**src/rtl/wash_pkg.sv**
```systemverilog
// Shared constants and small helpers for the washing-machine sequencer.
package wash_pkg;

  // Phase/state codes (also driven out on the phase port)
  localparam logic [2:0] ST_IDLE  = 3'd0;
  localparam logic [2:0] ST_WASH  = 3'd1;
  localparam logic [2:0] ST_RINSE = 3'd2;
  localparam logic [2:0] ST_SPIN  = 3'd3;
  localparam logic [2:0] ST_DONE  = 3'd4;

  // Program selector codes
  localparam logic [1:0] MODE_SPIN  = 2'b00;
  localparam logic [1:0] MODE_SMALL = 2'b01;
  localparam logic [1:0] MODE_MED   = 2'b10;
  localparam logic [1:0] MODE_LARGE = 2'b11;

  // Motor action digits
  localparam logic [3:0] ACT_IDLE = 4'd0;
  localparam logic [3:0] ACT_DASH = 4'd10;

  // Phase lamps
  localparam logic [7:0] LED_IDLE  = 8'h04;
  localparam logic [7:0] LED_WASH  = 8'h08;
  localparam logic [7:0] LED_RINSE = 8'h10;
  localparam logic [7:0] LED_SPIN  = 8'h20;
  localparam logic [7:0] LED_DONE  = 8'h40;
  localparam logic [7:0] LED_PAUSE = 8'h80;

  // Action digit for a phase at a given step of its pattern
  function automatic logic [3:0] act_code(input logic [2:0] st, input logic [1:0] step);
    logic [3:0] a;
    a = ACT_IDLE;
    case (st)
      ST_WASH:  a = step[0] ? 4'd2 : 4'd1;
      ST_RINSE: a = (step == 2'd0) ? 4'd3 : (step == 2'd1) ? 4'd1 : 4'd4;
      ST_SPIN: begin
        case (step)
          2'd0:    a = 4'd5;
          2'd2:    a = 4'd6;
          default: a = 4'd4;
        endcase
      end
      ST_DONE:  a = ACT_DASH;
      default:  a = ACT_IDLE;
    endcase
    return a;
  endfunction

  // Advance the step counter, wrapping at the phase's pattern length
  function automatic logic [1:0] step_next(input logic [2:0] st, input logic [1:0] step);
    logic [1:0] s;
    s = 2'd0;
    case (st)
      ST_WASH:  s = {1'b0, ~step[0]};
      ST_RINSE: s = (step == 2'd2) ? 2'd0 : step + 2'd1;
      ST_SPIN:  s = step + 2'd1;
      default:  s = 2'd0;
    endcase
    return s;
  endfunction

  // One-hot lamp for a phase (pause bit ORed in separately)
  function automatic logic [7:0] led_of(input logic [2:0] st);
    logic [7:0] l;
    l = LED_IDLE;
    case (st)
      ST_WASH:  l = LED_WASH;
      ST_RINSE: l = LED_RINSE;
      ST_SPIN:  l = LED_SPIN;
      ST_DONE:  l = LED_DONE;
      default:  l = LED_IDLE;
    endcase
    return l;
  endfunction

endpackage

```
**src/rtl/wash_tick_gen.sv**
```systemverilog
// One-second tick prescaler; counts only while enabled, cleared on phase change.
module wash_tick_gen #(
  parameter int CLK_HZ = 100000000
) (
  input  logic clk,
  input  logic rst,
  input  logic enable,
  input  logic clear,
  output logic tick
);
  localparam int W = (CLK_HZ > 1) ? $clog2(CLK_HZ) : 1;
  localparam logic [W-1:0] LAST = W'(CLK_HZ - 1);

  logic [W-1:0] cnt;

  assign tick = enable && (cnt == LAST);

  // Prescaler: hold when disabled so a paused second resumes where it stopped
  always_ff @(posedge clk or posedge rst) begin
    if (rst)         cnt <= '0;
    else if (clear)  cnt <= '0;
    else if (enable) cnt <= tick ? '0 : cnt + 1'b1;
  end
endmodule

```
**src/rtl/wash_seq.sv**
```systemverilog
// Washing-machine program sequencer: IDLE -> WASH -> RINSE xN -> SPIN -> DONE.
module wash_seq
  import wash_pkg::*;
#(
  parameter int CLK_HZ  = 100000000,
  parameter int WASH_S  = 20,
  parameter int STEP_S  = 5,
  parameter int RINSE_S = 10,
  parameter int SPIN_S  = 20
) (
  input  logic       clk,
  input  logic       rst,
  input  logic       on,
  input  logic       start_p,
  input  logic       pause_p,
  input  logic [1:0] mode,
  output logic [2:0] phase,
  output logic [7:0] phase_led,
  output logic [3:0] action,
  output logic [3:0] rem_tens,
  output logic [3:0] rem_ones,
  output logic       busy,
  output logic       done
);
  localparam int MAX_TOTAL = WASH_S + 2*STEP_S + 2*RINSE_S + SPIN_S;

  // The BCD display only has two digits, so the longest program must fit
  if (MAX_TOTAL > 99) begin : g_total_chk
    $fatal(1, "wash_seq: large program total exceeds 99 s");
  end

  localparam logic [6:0] WASH_L  = 7'(WASH_S);
  localparam logic [6:0] STEP_L  = 7'(STEP_S);
  localparam logic [6:0] RINSE_L = 7'(RINSE_S);
  localparam logic [6:0] SPIN_L  = 7'(SPIN_S);

  logic [2:0] st, st_n;
  logic       paused, paused_n;
  logic [6:0] phase_rem;
  logic [1:0] reps_left;
  logic [1:0] step;
  logic       tick, go, fin, clr;

  logic [6:0] wash_len, rinse_tot, total;
  logic [1:0] reps;

  assign phase = st;
  assign busy  = (st == ST_WASH) || (st == ST_RINSE) || (st == ST_SPIN);
  assign done  = (st == ST_DONE);

  assign go  = on && (st == ST_IDLE) && start_p;
  assign fin = tick && (phase_rem == 7'd1);
  assign clr = on && (st == ST_DONE) && start_p;

  wash_tick_gen #(.CLK_HZ(CLK_HZ)) u_tick (
    .clk    (clk),
    .rst    (rst),
    .enable (busy && !paused && on),
    .clear  (go || fin || clr),
    .tick   (tick)
  );

  // Program table decoded from the mode selector
  always_comb begin
    wash_len  = 7'd0;
    rinse_tot = 7'd0;
    reps      = 2'd0;
    case (mode)
      MODE_SMALL: begin wash_len = WASH_L;                   reps = 2'd1; rinse_tot = RINSE_L;           end
      MODE_MED:   begin wash_len = WASH_L + STEP_L;          reps = 2'd2; rinse_tot = RINSE_L + RINSE_L; end
      MODE_LARGE: begin wash_len = WASH_L + STEP_L + STEP_L; reps = 2'd2; rinse_tot = RINSE_L + RINSE_L; end
      default:    begin wash_len = 7'd0;                     reps = 2'd0; rinse_tot = 7'd0;              end
    endcase
    total = wash_len + rinse_tot + SPIN_L;
  end

  // Next phase and pause flag
  always_comb begin
    st_n     = st;
    paused_n = paused;
    if (on) begin
      if (busy && pause_p) paused_n = !paused;
      case (st)
        ST_IDLE:  if (start_p) st_n = (wash_len == 7'd0) ? ST_SPIN : ST_WASH;
        ST_WASH:  if (fin) st_n = (reps_left != 2'd0) ? ST_RINSE : ST_SPIN;
        ST_RINSE: if (fin) st_n = (reps_left > 2'd1) ? ST_RINSE : ST_SPIN;
        ST_SPIN:  if (fin) begin st_n = ST_DONE; paused_n = 1'b0; end
        ST_DONE:  if (start_p) st_n = ST_IDLE;
        default:  st_n = ST_IDLE;
      endcase
    end
  end

  // Sequencer registers; everything holds while on is low
  always_ff @(posedge clk or posedge rst) begin
    if (rst) begin
      st        <= ST_IDLE;
      paused    <= 1'b0;
      phase_led <= LED_IDLE;
      phase_rem <= 7'd0;
      reps_left <= 2'd0;
      step      <= 2'd0;
      action    <= ACT_IDLE;
      rem_tens  <= 4'd0;
      rem_ones  <= 4'd0;
    end else if (on) begin
      st        <= st_n;
      paused    <= paused_n;
      phase_led <= led_of(st_n) | (paused_n ? LED_PAUSE : 8'h00);
      if (go) begin
        reps_left <= reps;
        phase_rem <= (wash_len == 7'd0) ? SPIN_L : wash_len;
        step      <= 2'd0;
        action    <= act_code(st_n, 2'd0);
        rem_tens  <= 4'(total / 7'd10);
        rem_ones  <= 4'(total % 7'd10);
      end else if (clr) begin
        action <= ACT_IDLE;
      end else if (tick) begin
        if (rem_ones != 4'd0) rem_ones <= rem_ones - 4'd1;
        else if (rem_tens != 4'd0) begin
          rem_tens <= rem_tens - 4'd1;
          rem_ones <= 4'd9;
        end
        if (fin) begin
          phase_rem <= (st_n == ST_RINSE) ? RINSE_L : (st_n == ST_SPIN) ? SPIN_L : 7'd0;
          step      <= 2'd0;
          action    <= act_code(st_n, 2'd0);
          if (st == ST_RINSE) reps_left <= reps_left - 2'd1;
          if (st_n == ST_DONE) begin
            rem_tens <= 4'd0;
            rem_ones <= 4'd0;
          end
        end else begin
          phase_rem <= phase_rem - 7'd1;
          step      <= step_next(st, step);
          action    <= act_code(st, step_next(st, step));
        end
      end
    end
  end
endmodule

```
**config.mk**
```make
export PLATFORM = sky130hd
export DESIGN_NAME = wash_seq
export DESIGN_NICKNAME = d
export VERILOG_FILES = /design/src/rtl/wash_pkg.sv /design/src/rtl/wash_tick_gen.sv /design/src/rtl/wash_seq.sv
export SDC_FILE = /design/constraint.sdc
export NUM_CORES = 1
export LEC_CHECK = 0
export CAP_MARGIN = 20
export CORE_MARGIN = 10
export CORE_UTILIZATION = 45
export DETAILED_ROUTE_END_ITERATION = 7
export SYNTH_ARGS = -nofsm -noshare
export SYNTH_HDL_FRONTEND = slang
export SYNTH_SLANG_ARGS = --single-unit
```
**constraint.sdc**
```tcl
create_clock -name clk -period 4.74 [get_ports clk]
set_input_delay 0.474 -clock clk [delete_from_list [all_inputs] [get_ports clk]]
set_output_delay 0.474 -clock clk [all_outputs]
set_load 0.1 [all_outputs]
```
==> summary.md <==
| Metric | Value |
|---|---|
| Switching Power | 0.6912 mW |
| Critical path launch point type | flip-flop |
| Final Wtd Congestion | 0.8303 |
| Power Internal | 1.086 mW |
| Cell area power density | 411.2 nW/um2 |
| Die Area | 12400 um2 |
| Die Wd | 111.4 um |
| Leakage | 1.846 nW |
| Mapped cell area | 3757 um2 |
| Sw Share | 0.3890 |
| Clk pwr share | 0.300 |
| Setup TNS Final | 0 ns |
| Reg-to-Reg End | u_tick.cnt[20]$_DFFE_PP0P_ |
| # resized after CTS | 0 |
| Final #Nets | 469 |
| Combinational power share | 0.330 |
| Max-cap violations | 0 |
| Ports | 32 |
| Total CTS buffers | 9 |
| Hold buffers post-CTS | 0 |
| Via/cell ratio | 5.692 |
| Hold Crit Class | flip-flop to flip-flop |
| CORE AREA | 8175 um2 |
| Drt initial violations | 127 |
| Antenna violations before repair | 0 |
| Period utilisation layout | 0.6773 |
| Initial Utilization | 0.4596 |
| Clk root buf | clkbuf_8 |
| Post-synth EDFFs | 0 |
| Max_slew headroom | 0.3367 |
| Status | complete, no violations |
| Vias in the first global route | 3147 |
| GR Overflow Total | 0 |
| Max Fanout on Critical Path | 23 |
| Cell taking the most area after synthesis | dfrtp_1 |
| Synthesis-to-finish area growth | 15.02% |
| Via count | 3165 |
| Sequential fraction of the synthesis area | 0.3933 |
| DIE HEIGHT | 111.4 um |
| Tmin final | 3.211 ns |
| HPWL Detailed | 6746 um |
| Clock Latency Late Sink | 0.35 ns |
| First-pass GRT wire length | 16070 um |
| Count leader, synth | dfrtp_1 |
| WHS Path Cells | 2 |
| Layout cells sized above 1 | 0.07982 |
| Final Max Tran Viols | 0 |
| Port Buffers | 29 |
| Top_reg_cell synth | dfrtp_1 |
| CTS H-Tree Depth | 3 |
| Diodes inserted | 0 |
| Worst reg2reg path depth | 6 |
| CP arrival | 2.74 ns |
| Worst vdd ir | 0.1971 mV |
| Worst-margin pin slew | 0.9918 ns |
| CTS tree | done |
| Bufs on Longest Clock Path | 2 |
| DR pass1 iterations | 4 |
| Drt drc | 0 |
| Final setup vio count | 0 |
| Origin of the worst min-delay path | action[3]$_DFFE_PP0P_ |
| Top post-synthesis cells by count | dfrtp_1, nor2_1, nand2_1 |
| Crit path required time | 4.27 ns |
| Avg Inst Size Synth | 8.841 um2 |
| Critical path class | flip-flop to output pin |
| Peak Freq | 311.5 MHz |
| Antenna-violating nets left | 0 |
| Final Core Density | 0.5286 |
| Hold Path Sink | action[3]$_DFFE_PP0P_ |
| #FFs+latches synth | 59 |
| Top-area cell type share of the netlist area | 0.3863 |
| Avg WL per Cell | 16.78 um |
| Row count | 33 |
| TritonCTS Sinks | 59 |
| Ys async rst share | 1.000 |
| Reg2reg setup slack | 2.00 ns |
| Final Hold Viols | 0 |
| Synth Instances | 425 |
| Yosys cell types | 63 |
| Clk pin slew, worst setup/hold paths | 0.07 ns |
| Sequential Power Share | 0.370 |
| Largest net degree at the start of global routing | 60 |
| Clock Skew | 0.008035 ns |
| Worst r2r src | phase[0]$_DFFE_PP0P_ |
| RSZ-0062 raised after global routing | no |
| Synth Warn # | 0 |
| GRT Util Overall | 0.1522 |
| Leading post-synthesis cells by cell area | dfrtp_1, nor2_1, ha_1 |
| Post-CTS setup buffer count | 0 |
| CP Capture Type | output pin |
| Final wirelength | 9327 um |
[power groups by stage]
stage	clock, mW	sequential [mW]	combinational (mW)
floorplan	0	0.827	0.286
global placement	0	0.664	0.584
detailed placement	0	0.666	0.587
CTS	0.541	0.658	0.590
global route	0.561	0.671	0.635
finish	0.533	0.658	0.586
[cells in the final DEF (no fill, tap or decap), drive strengths merged, types with 12 or more instances in the layout]
cell / count
inv: 24
o21ai: 23
nand3: 15
nor2: 54
clkbuf: 12
nor3: 14
xnor2: 15
nand2: 30
dfrtp: 58
nand4: 13
a21oi: 15
clkdlybuf4s50: 29
ha: 16
[critical path: stages (launching register included)]
cell             delay (ns)
dfrtp_1                0.64
nor2_1                 0.43
and2_1                 0.19
clkdlybuf4s50_1        1.14
[through the flow]
| step | instances | instance area, um2 | worst slack, ns | power [mW] | hold slack (ns) |
|---|---|---|---|---|---|
| final | 556 | 4322 | 1.529 | 1.777 | 0.4801 |
| after global placement | 539 | 4079 | 1.516 | 1.249 | 0.4641 |
| after floorplan | 426 | 3761 | 1.650 | 1.113 | 0.4897 |
| after global routing | 556 | 4322 | 1.411 | 1.866 | 0.5152 |
| after CTS | 555 | 4307 | 1.517 | 1.788 | 0.4842 |
| after detailed placement | 539 | 4079 | 1.368 | 1.253 | 0.4671 |
[registers in the layout, indices dropped and copies added, names as in the netlist]
| register | cells |
|---|---|
| phase_led | 6 |
| step | 2 |
| phase_rem | 7 |
| rem_ones | 4 |
| action | 4 |
| phase | 3 |
| rem_tens | 4 |
| reps_left | 2 |
| u_tick.cnt | 27 |
[worst max-delay path by stage]
stage | cells past startpoint | endpoint | start | slack [ns]
after floorplan | 3 | busy | phase[1]$_DFFE_PP0P_ | 1.65
after global placement | 7 | action[0]$_DFFE_PP0P_ | on | 1.52
after detailed placement | 7 | action[0]$_DFFE_PP0P_ | on | 1.37
after CTS | 3 | done | phase[0]$_DFFE_PP0P_ | 1.52
after global routing | 3 | done | phase[0]$_DFFE_PP0P_ | 1.41
final | 3 | done | phase[0]$_DFFE_PP0P_ | 1.53
[per-layer routing]
metal | track usage | up-vias | wire length (um)
met1 | 0.1933 | 1554 | 4273
li1 | - | 1557 | -
met4 | 0.05056 | 0 | 116
met3 | 0.03865 | 12 | 342
met2 | 0.2466 | 42 | 4594
met5 | 0 | - | 0
[cell type report]
class / instances / area [um2]
clock buffers: 12 / 155.1
well taps: 105 / 131.4
inverters: 24 / 90.09
clock inverters: 4 / 72.57
multi-input cells: 321 / 2082
fillers: 790 / 3854
flip-flops and latches: 59 / 1478
repair buffers: 31 / 312.8
[logic make-up after synthesis]
logic type      count (synthesis)  synth area share
mux                             5           0.01465
buf+inv                        46           0.05461
flops                          59            0.3933
fa+ha+maj                      16           0.05328
xor+xnor                       25           0.05828
compound gates                 86            0.1572
other cells                     1         0.0009980
simple gates                  187            0.2677
Note: power is estimated with default switching activity, not from simulation.
